### src/rtl/conv_pkg.sv
`default_nettype none
// ============================================================================
// conv_pkg : shared widths, signed datapath types and 8-bit saturation helper
// Revision : 1.0
// ============================================================================
package conv_pkg;

    localparam int DATA_WIDTH   = 8;
    localparam int ACC_WIDTH    = 32;
    localparam int KERNEL_ELEMS = 9;

    typedef logic signed [DATA_WIDTH-1:0]   pixel_t;
    typedef logic signed [2*DATA_WIDTH-1:0] prod_t;
    typedef logic signed [ACC_WIDTH-1:0]    acc_t;

    function automatic pixel_t sat8(input acc_t a);
        if (a > acc_t'(127)) begin
            return pixel_t'(127);
        end
        if (a < acc_t'(-128)) begin
            return pixel_t'(-128);
        end
        return a[DATA_WIDTH-1:0];
    endfunction

endpackage
`default_nettype wire

### src/rtl/requant_sat.sv
`default_nettype none
// ============================================================================
// requant_sat : round-half-up arithmetic right shift, saturate to 8 bits.
//               CONV_RELU_EN additionally clamps negative results to zero.
// Revision    : 1.0
// ============================================================================
module requant_sat
    import conv_pkg::*;
#(
    parameter int SHIFT_WIDTH = 5
) (
    input  acc_t                   acc_i,
    input  logic [SHIFT_WIDTH-1:0] shift_i,
    output pixel_t                 pix_o
);

    // One guard bit keeps the rounding add from wrapping before the shift.
    logic signed [ACC_WIDTH:0] ext;
    logic signed [ACC_WIDTH:0] half;
    logic signed [ACC_WIDTH:0] rnd;
    logic signed [ACC_WIDTH:0] shr;
    pixel_t                    sat;

    always_comb begin
        ext  = {acc_i[ACC_WIDTH-1], acc_i};
        half = '0;
        rnd  = ext;
        shr  = ext;
        if (shift_i != '0) begin
            half = (ACC_WIDTH+1)'(1) <<< (shift_i - 1'b1);
            rnd  = ext + half;
            shr  = rnd >>> shift_i;
        end
        sat   = sat8(shr[ACC_WIDTH-1:0]);
        pix_o = sat;
`ifdef CONV_RELU_EN
        if (sat < 0) begin
            pix_o = '0;
        end
`endif
    end

endmodule
`default_nettype wire

### src/rtl/conv3x3_mac.sv
`default_nettype none
// ============================================================================
// conv3x3_mac : 4-stage 3x3/1x1 convolution MAC with bias, requantization and
//               FIFO backpressure stall. Optional ReLU via CONV_RELU_EN.
// Revision    : 1.0
// ============================================================================
module conv3x3_mac #(
    parameter int DATA_WIDTH   = 8,
    parameter int MAXIMUM_SIZE = 9,
    parameter int ACC_WIDTH    = 32,
    parameter int SHIFT_WIDTH  = 5
) (
    input  logic                               clock,
    input  logic                               reset_n,
    input  logic [MAXIMUM_SIZE*DATA_WIDTH-1:0] window,
    input  logic                               window_valid,
    output logic                               window_ready,
    input  logic [1:0]                         window_dim,
    input  logic                               weight_wr_en,
    input  logic [3:0]                         weight_addr,
    input  logic [DATA_WIDTH-1:0]              weight_data,
    input  logic [ACC_WIDTH-1:0]               bias,
    input  logic [SHIFT_WIDTH-1:0]             shift,
    input  logic                               out_full,
    output logic                               out_wr_en,
    output logic [DATA_WIDTH-1:0]              out_data
);
    import conv_pkg::*;

    localparam int PROD_W = 2 * DATA_WIDTH;
    localparam int PSUM_W = PROD_W + 2;
    localparam int GROUPS = MAXIMUM_SIZE / 3;

    logic                         stall;
    logic                         accept;
    logic signed [DATA_WIDTH-1:0] weight_q [MAXIMUM_SIZE];
    logic signed [PROD_W-1:0]     prod_d   [MAXIMUM_SIZE];
    logic signed [PROD_W-1:0]     prod_q   [MAXIMUM_SIZE];
    logic signed [PSUM_W-1:0]     psum_d   [GROUPS];
    logic signed [PSUM_W-1:0]     psum_q   [GROUPS];
    logic signed [ACC_WIDTH-1:0]  acc_d;
    logic signed [ACC_WIDTH-1:0]  acc_q;
    logic                         s1_valid_q;
    logic                         s2_valid_q;
    logic                         s3_valid_q;
    logic                         s4_valid_q;
    logic [DATA_WIDTH-1:0]        out_data_q;
    pixel_t                       requant_pix;

    assign stall        = s4_valid_q & out_full;
    assign window_ready = window_valid & ~stall & reset_n;
    assign accept       = window_ready;
    assign out_wr_en    = s4_valid_q & ~out_full;
    assign out_data     = out_data_q;

    always_ff @(posedge clock or negedge reset_n) begin
        if (!reset_n) begin
            for (int k = 0; k < MAXIMUM_SIZE; k++) begin
                weight_q[k] <= '0;
            end
        end else begin
            for (int k = 0; k < MAXIMUM_SIZE; k++) begin
                if (weight_wr_en && (weight_addr == 4'(k))) begin
                    weight_q[k] <= weight_data;
                end
            end
        end
    end

    // In 1x1 mode only the centre-less element 0 contributes.
    generate
        for (genvar k = 0; k < MAXIMUM_SIZE; k++) begin : g_prod
            logic signed [PROD_W-1:0] mul;
            assign mul = $signed(window[k*DATA_WIDTH +: DATA_WIDTH]) * weight_q[k];
            if (k == 0) begin : g_keep
                assign prod_d[k] = mul;
            end else begin : g_mask
                assign prod_d[k] = (window_dim == 2'd1) ? '0 : mul;
            end
        end

        for (genvar g = 0; g < GROUPS; g++) begin : g_psum
            assign psum_d[g] = PSUM_W'(prod_q[3*g])
                             + PSUM_W'(prod_q[3*g+1])
                             + PSUM_W'(prod_q[3*g+2]);
        end
    endgenerate

    always_comb begin
        acc_d = $signed(bias);
        for (int g = 0; g < GROUPS; g++) begin
            acc_d = acc_d + ACC_WIDTH'(psum_q[g]);
        end
    end

    requant_sat #(
        .SHIFT_WIDTH (SHIFT_WIDTH)
    ) u_requant (
        .acc_i   (acc_q),
        .shift_i (shift),
        .pix_o   (requant_pix)
    );

    // Global stall: every stage freezes together, so no bubbles collapse.
    always_ff @(posedge clock or negedge reset_n) begin
        if (!reset_n) begin
            s1_valid_q <= 1'b0;
            s2_valid_q <= 1'b0;
            s3_valid_q <= 1'b0;
            s4_valid_q <= 1'b0;
            acc_q      <= '0;
            out_data_q <= '0;
            for (int k = 0; k < MAXIMUM_SIZE; k++) begin
                prod_q[k] <= '0;
            end
            for (int g = 0; g < GROUPS; g++) begin
                psum_q[g] <= '0;
            end
        end else if (!stall) begin
            s1_valid_q <= accept;
            s2_valid_q <= s1_valid_q;
            s3_valid_q <= s2_valid_q;
            s4_valid_q <= s3_valid_q;
            if (accept) begin
                for (int k = 0; k < MAXIMUM_SIZE; k++) begin
                    prod_q[k] <= prod_d[k];
                end
            end
            if (s1_valid_q) begin
                for (int g = 0; g < GROUPS; g++) begin
                    psum_q[g] <= psum_d[g];
                end
            end
            if (s2_valid_q) begin
                acc_q <= acc_d;
            end
            if (s3_valid_q) begin
                out_data_q <= requant_pix;
            end
        end
    end

endmodule
`default_nettype wire

### config.mk
export PLATFORM = sky130hd
export DESIGN_NAME = conv3x3_mac
export DESIGN_NICKNAME = d
export VERILOG_FILES = /design/src/rtl/conv_pkg.sv /design/src/rtl/requant_sat.sv /design/src/rtl/conv3x3_mac.sv
export SDC_FILE = /design/constraint.sdc
export NUM_CORES = 2
export LEC_CHECK = 0
export ABC_AREA = 1
export CORE_MARGIN = 2
export CORE_UTILIZATION = 55
export CTS_CLUSTER_DIAMETER = 120
export CTS_CLUSTER_SIZE = 12
export DETAILED_ROUTE_END_ITERATION = 8
export GPL_ROUTABILITY_DRIVEN = 0
export HOLD_SLACK_MARGIN = 0.15
export PLACE_DENSITY = 0.73
export SETUP_SLACK_MARGIN = 0.5
export SYNTH_ARGS = -nofsm -noshare
export SYNTH_HDL_FRONTEND = slang
export SYNTH_SLANG_ARGS = --single-unit
export TNS_END_PERCENT = 50
### constraint.sdc
create_clock -name clock -period 11.7 [get_ports clock]
set_input_delay 1.17 -clock clock [delete_from_list [all_inputs] [get_ports clock]]
set_output_delay 1.17 -clock clock [all_outputs]
set_load 0.005 [all_outputs]
==> run metrics <==
Period minus WS final=just under 7 ns; Clock transition at path regs=0.06 ns; status=finished clean; PD cells=282 nW/um^2; n_diodes=0; Core Area=approximately 79000 um^2; Yosys warnings=0; Clock Path Buffers=3; DR vias/cell=about 5.3; syn_nets=6829; dominant synthesized flop cell=dfrtp_1; Setup TNS=0 ns; leakage power=26.4 nW; peak supply drop=roughly 0.00022 V; Pins Over Slew Limit=0; GRT Residual Overflow=0; chip height=between 200 and 300 um; post-synthesis sequential area ratio=approximately 18%; initial antenna violation count=3; Hold Buf Count CTS=0; final hold violation count=0; Post-synth EDFFs=0; crit-path most repeated cell=nand2_1; crit share post-route=59.3%; HPWL Detailed=90700 um; H-tree Lvls=1; maximum fanout along the worst path=42; HP Class=reg -> reg; design area=around 47000 um^2; Power, Total=approximately 13 mW; Critical Path End Type=register; WP data arrival=approximately 7.4 ns; multi-input logic area=roughly 30000 um^2; RSZ-0062 raised after global routing=no; wire length per cell=16.7 um; setup bufs post-CTS=0; Initial DRC Count=3093; worst-margin pin slew=between 1 and 1.5 ns; vias after detailed routing=approximately 36000; Die ar.=just over 80000 um^2; slowest CP cell=inv_1; CTS Root Cell=clkbuf_16; fmax=roughly 140 MHz; CTS tree=built; Syn Area/Cell=slightly below 8 um^2; Fill cells=a little over 7000; Slew HR=between 15 and 20%; Synth Cell Area=44100 um^2; Area Overhead vs Synth=6.26%; Layout Nets=6787; 1st-pass router iterations=6; Starting Density=55.7%; first-pass GRT wire length=between 150000 and 200000 um; Post-DP Area=between 40000 and 50000 um^2; TritonCTS Buffers=30; startpoint types=input port; drt total wl=approximately 110000 um; CP Class=in -> reg; MaxCap Viol Count=0; Antenna Nets Post-Route=0; register area=roughly 8000 um^2; final core utilization=59.2%; setup violators final=0; asr flop ratio synth=between 90% and 100%; # clock sinks=~310; DRC=0; Port Buffer Count=~140; synthesis-stage register bit count=314; cell count after synthesis=about 5700; largest net degree at the start of global routing=a little under 90; Cell variety after synth=47; largest stage delay on the critical path=0.79 ns; Ports=roughly 140; worst path required time=~12 ns; vias in the first global route=roughly 36000; Final Skew=0.0251 ns; row count=approximately 100; post-CTS sizing=0; die width=between 200 and 300 um; gr usage total=between 20 and 30%; share of cells above drive strength 1=3.42%; Worst-Skew Late Latency=about 0.60 ns
==> final timing paths <==
check                      slack (ns)  cells after the start                 endpoint                      from
min                              0.46                      2   s4_valid_q$_DFFE_PN0N_    s3_valid_q$_DFFE_PN0N_
max reg2reg                      6.31                     24  prod_q[142]$_DFFE_PN0P_  weight_q[71]$_DFFE_PN0P_
max in group asynchronous        9.08                      3   psum_q[37]$_DFFE_PN0P_                   reset_n
min in group asynchronous        0.50                      1   prod_q[13]$_DFFE_PN0P_                   reset_n
max                              4.76                     40  out_data[6]$_DFFE_PN0P_                  shift[3]
min reg2reg                      0.46                      2   s4_valid_q$_DFFE_PN0N_    s3_valid_q$_DFFE_PN0N_
==> cell families after synthesis <==
group,Yosys count,share of synthesized area (%)
buf+inv,1529,13.1
mux,1,0.0227
compound gates,584,7.63
simple gates,2155,20.2
xor+xnor,156,3.10
flops,314,17.8
fa+ha+maj,981,38.2
==> where the power goes <==
| group | internal (mW) | switching (mW) |
|---|---|---|
| Clock | 0.452 | 0.438 |
| Sequential | 1.51 | 0.632 |
| Combinational | 4.22 | 5.97 |
| Total | 6.19 | 7.04 |
==> stage by stage <==
step           setup WS, ns  hold slack [ns]  instances
2_1_floorplan          6.23            0.432       5720
3_3_place_gp           4.54            0.447       6696
3_5_place_dp           4.46            0.448       6696
4_1_cts                5.06            0.465       6728
5_1_grt                4.35            0.481       6728
6_report               4.76            0.461       6728
==> sequential cells by signal (all words and copies together), names as in the netlist <==
register	flops
psum_q	54
prod_q	144
weight_q	72
out_data	8
s4_valid_q	1
acc_q	32
s1_valid_q	1
s2_valid_q	1
s3_valid_q	1
==> layout by cell type (no fill, tap or decap), types with 69 or more instances in the layout <==
| master | Yosys | layout |
|---|---|---|
| a21oi_1 | 135 | 135 |
| xor2_1 | 83 | 83 |
| ha_1 | 372 | 372 |
| fa_1 | 609 | 609 |
| clkdlybuf4s50_1 | 0 | 136 |
| or2_2 | 69 | 69 |
| dfrtp_1 | 314 | 314 |
| nor2_1 | 263 | 262 |
| inv_1 | 1285 | 1285 |
| o21ai_0 | 286 | 286 |
| xnor2_1 | 73 | 73 |
| nand2_1 | 1455 | 1455 |
| nand3_1 | 288 | 287 |
==> per-layer routing <==
| layer | track usage, % | wire length [um] |
|---|---|---|
| met1 | 39.6 | 47900 |
| met4 | 9.82 | 4430 |
| met3 | 3.67 | 8090 |
| met5 | 0 | 0 |
| met2 | 45.8 | 51600 |
==> cell usage after synthesis (7+ instances only) <==
cell type	number	area [um^2]
a21oi_1	135	676
xor2_1	83	727
o31ai_1	14	105
o21ai_1	14	70.1
clkbuf_1	198	743
nand3_1	288	1440
inv_1	1285	4820
buf_2	15	75.1
buf_1	18	67.6
nor2_1	263	987
or2_2	69	432
o21ai_0	286	1430
nand4_1	10	62.6
a31oi_1	19	119
nand3_2	17	170
fa_1	609	12200
xnor2_1	73	639
ha_1	372	4650
a22o_1	56	490
o211ai_1	7	52.6
dfrtp_1	314	7860
nand2_1	1455	5460
nand2_2	30	188
o21bai_1	24	180
a21o_1	9	67.6
nor2_2	9	56.3
==> worst max-delay path: cells and delay by family <==
kind                       cells  cell delay, ns
buffers and inverters          9            2.53
and+or+nand+nor               29            3.03
adders and majority gates      2            0.63
==> area by class of cell <==
class | count | area share [%]
flip-flops and latches | 314 | 16.8
well taps | 1050 | 2.80
inverters | 1297 | 10.4
repair buffers | 158 | 3.27
clock inverters | 2 | 0.0587
multi-input cells | 3877 | 65.1
clock buffers | 30 | 1.60
(Power assumes the default switching activity.)
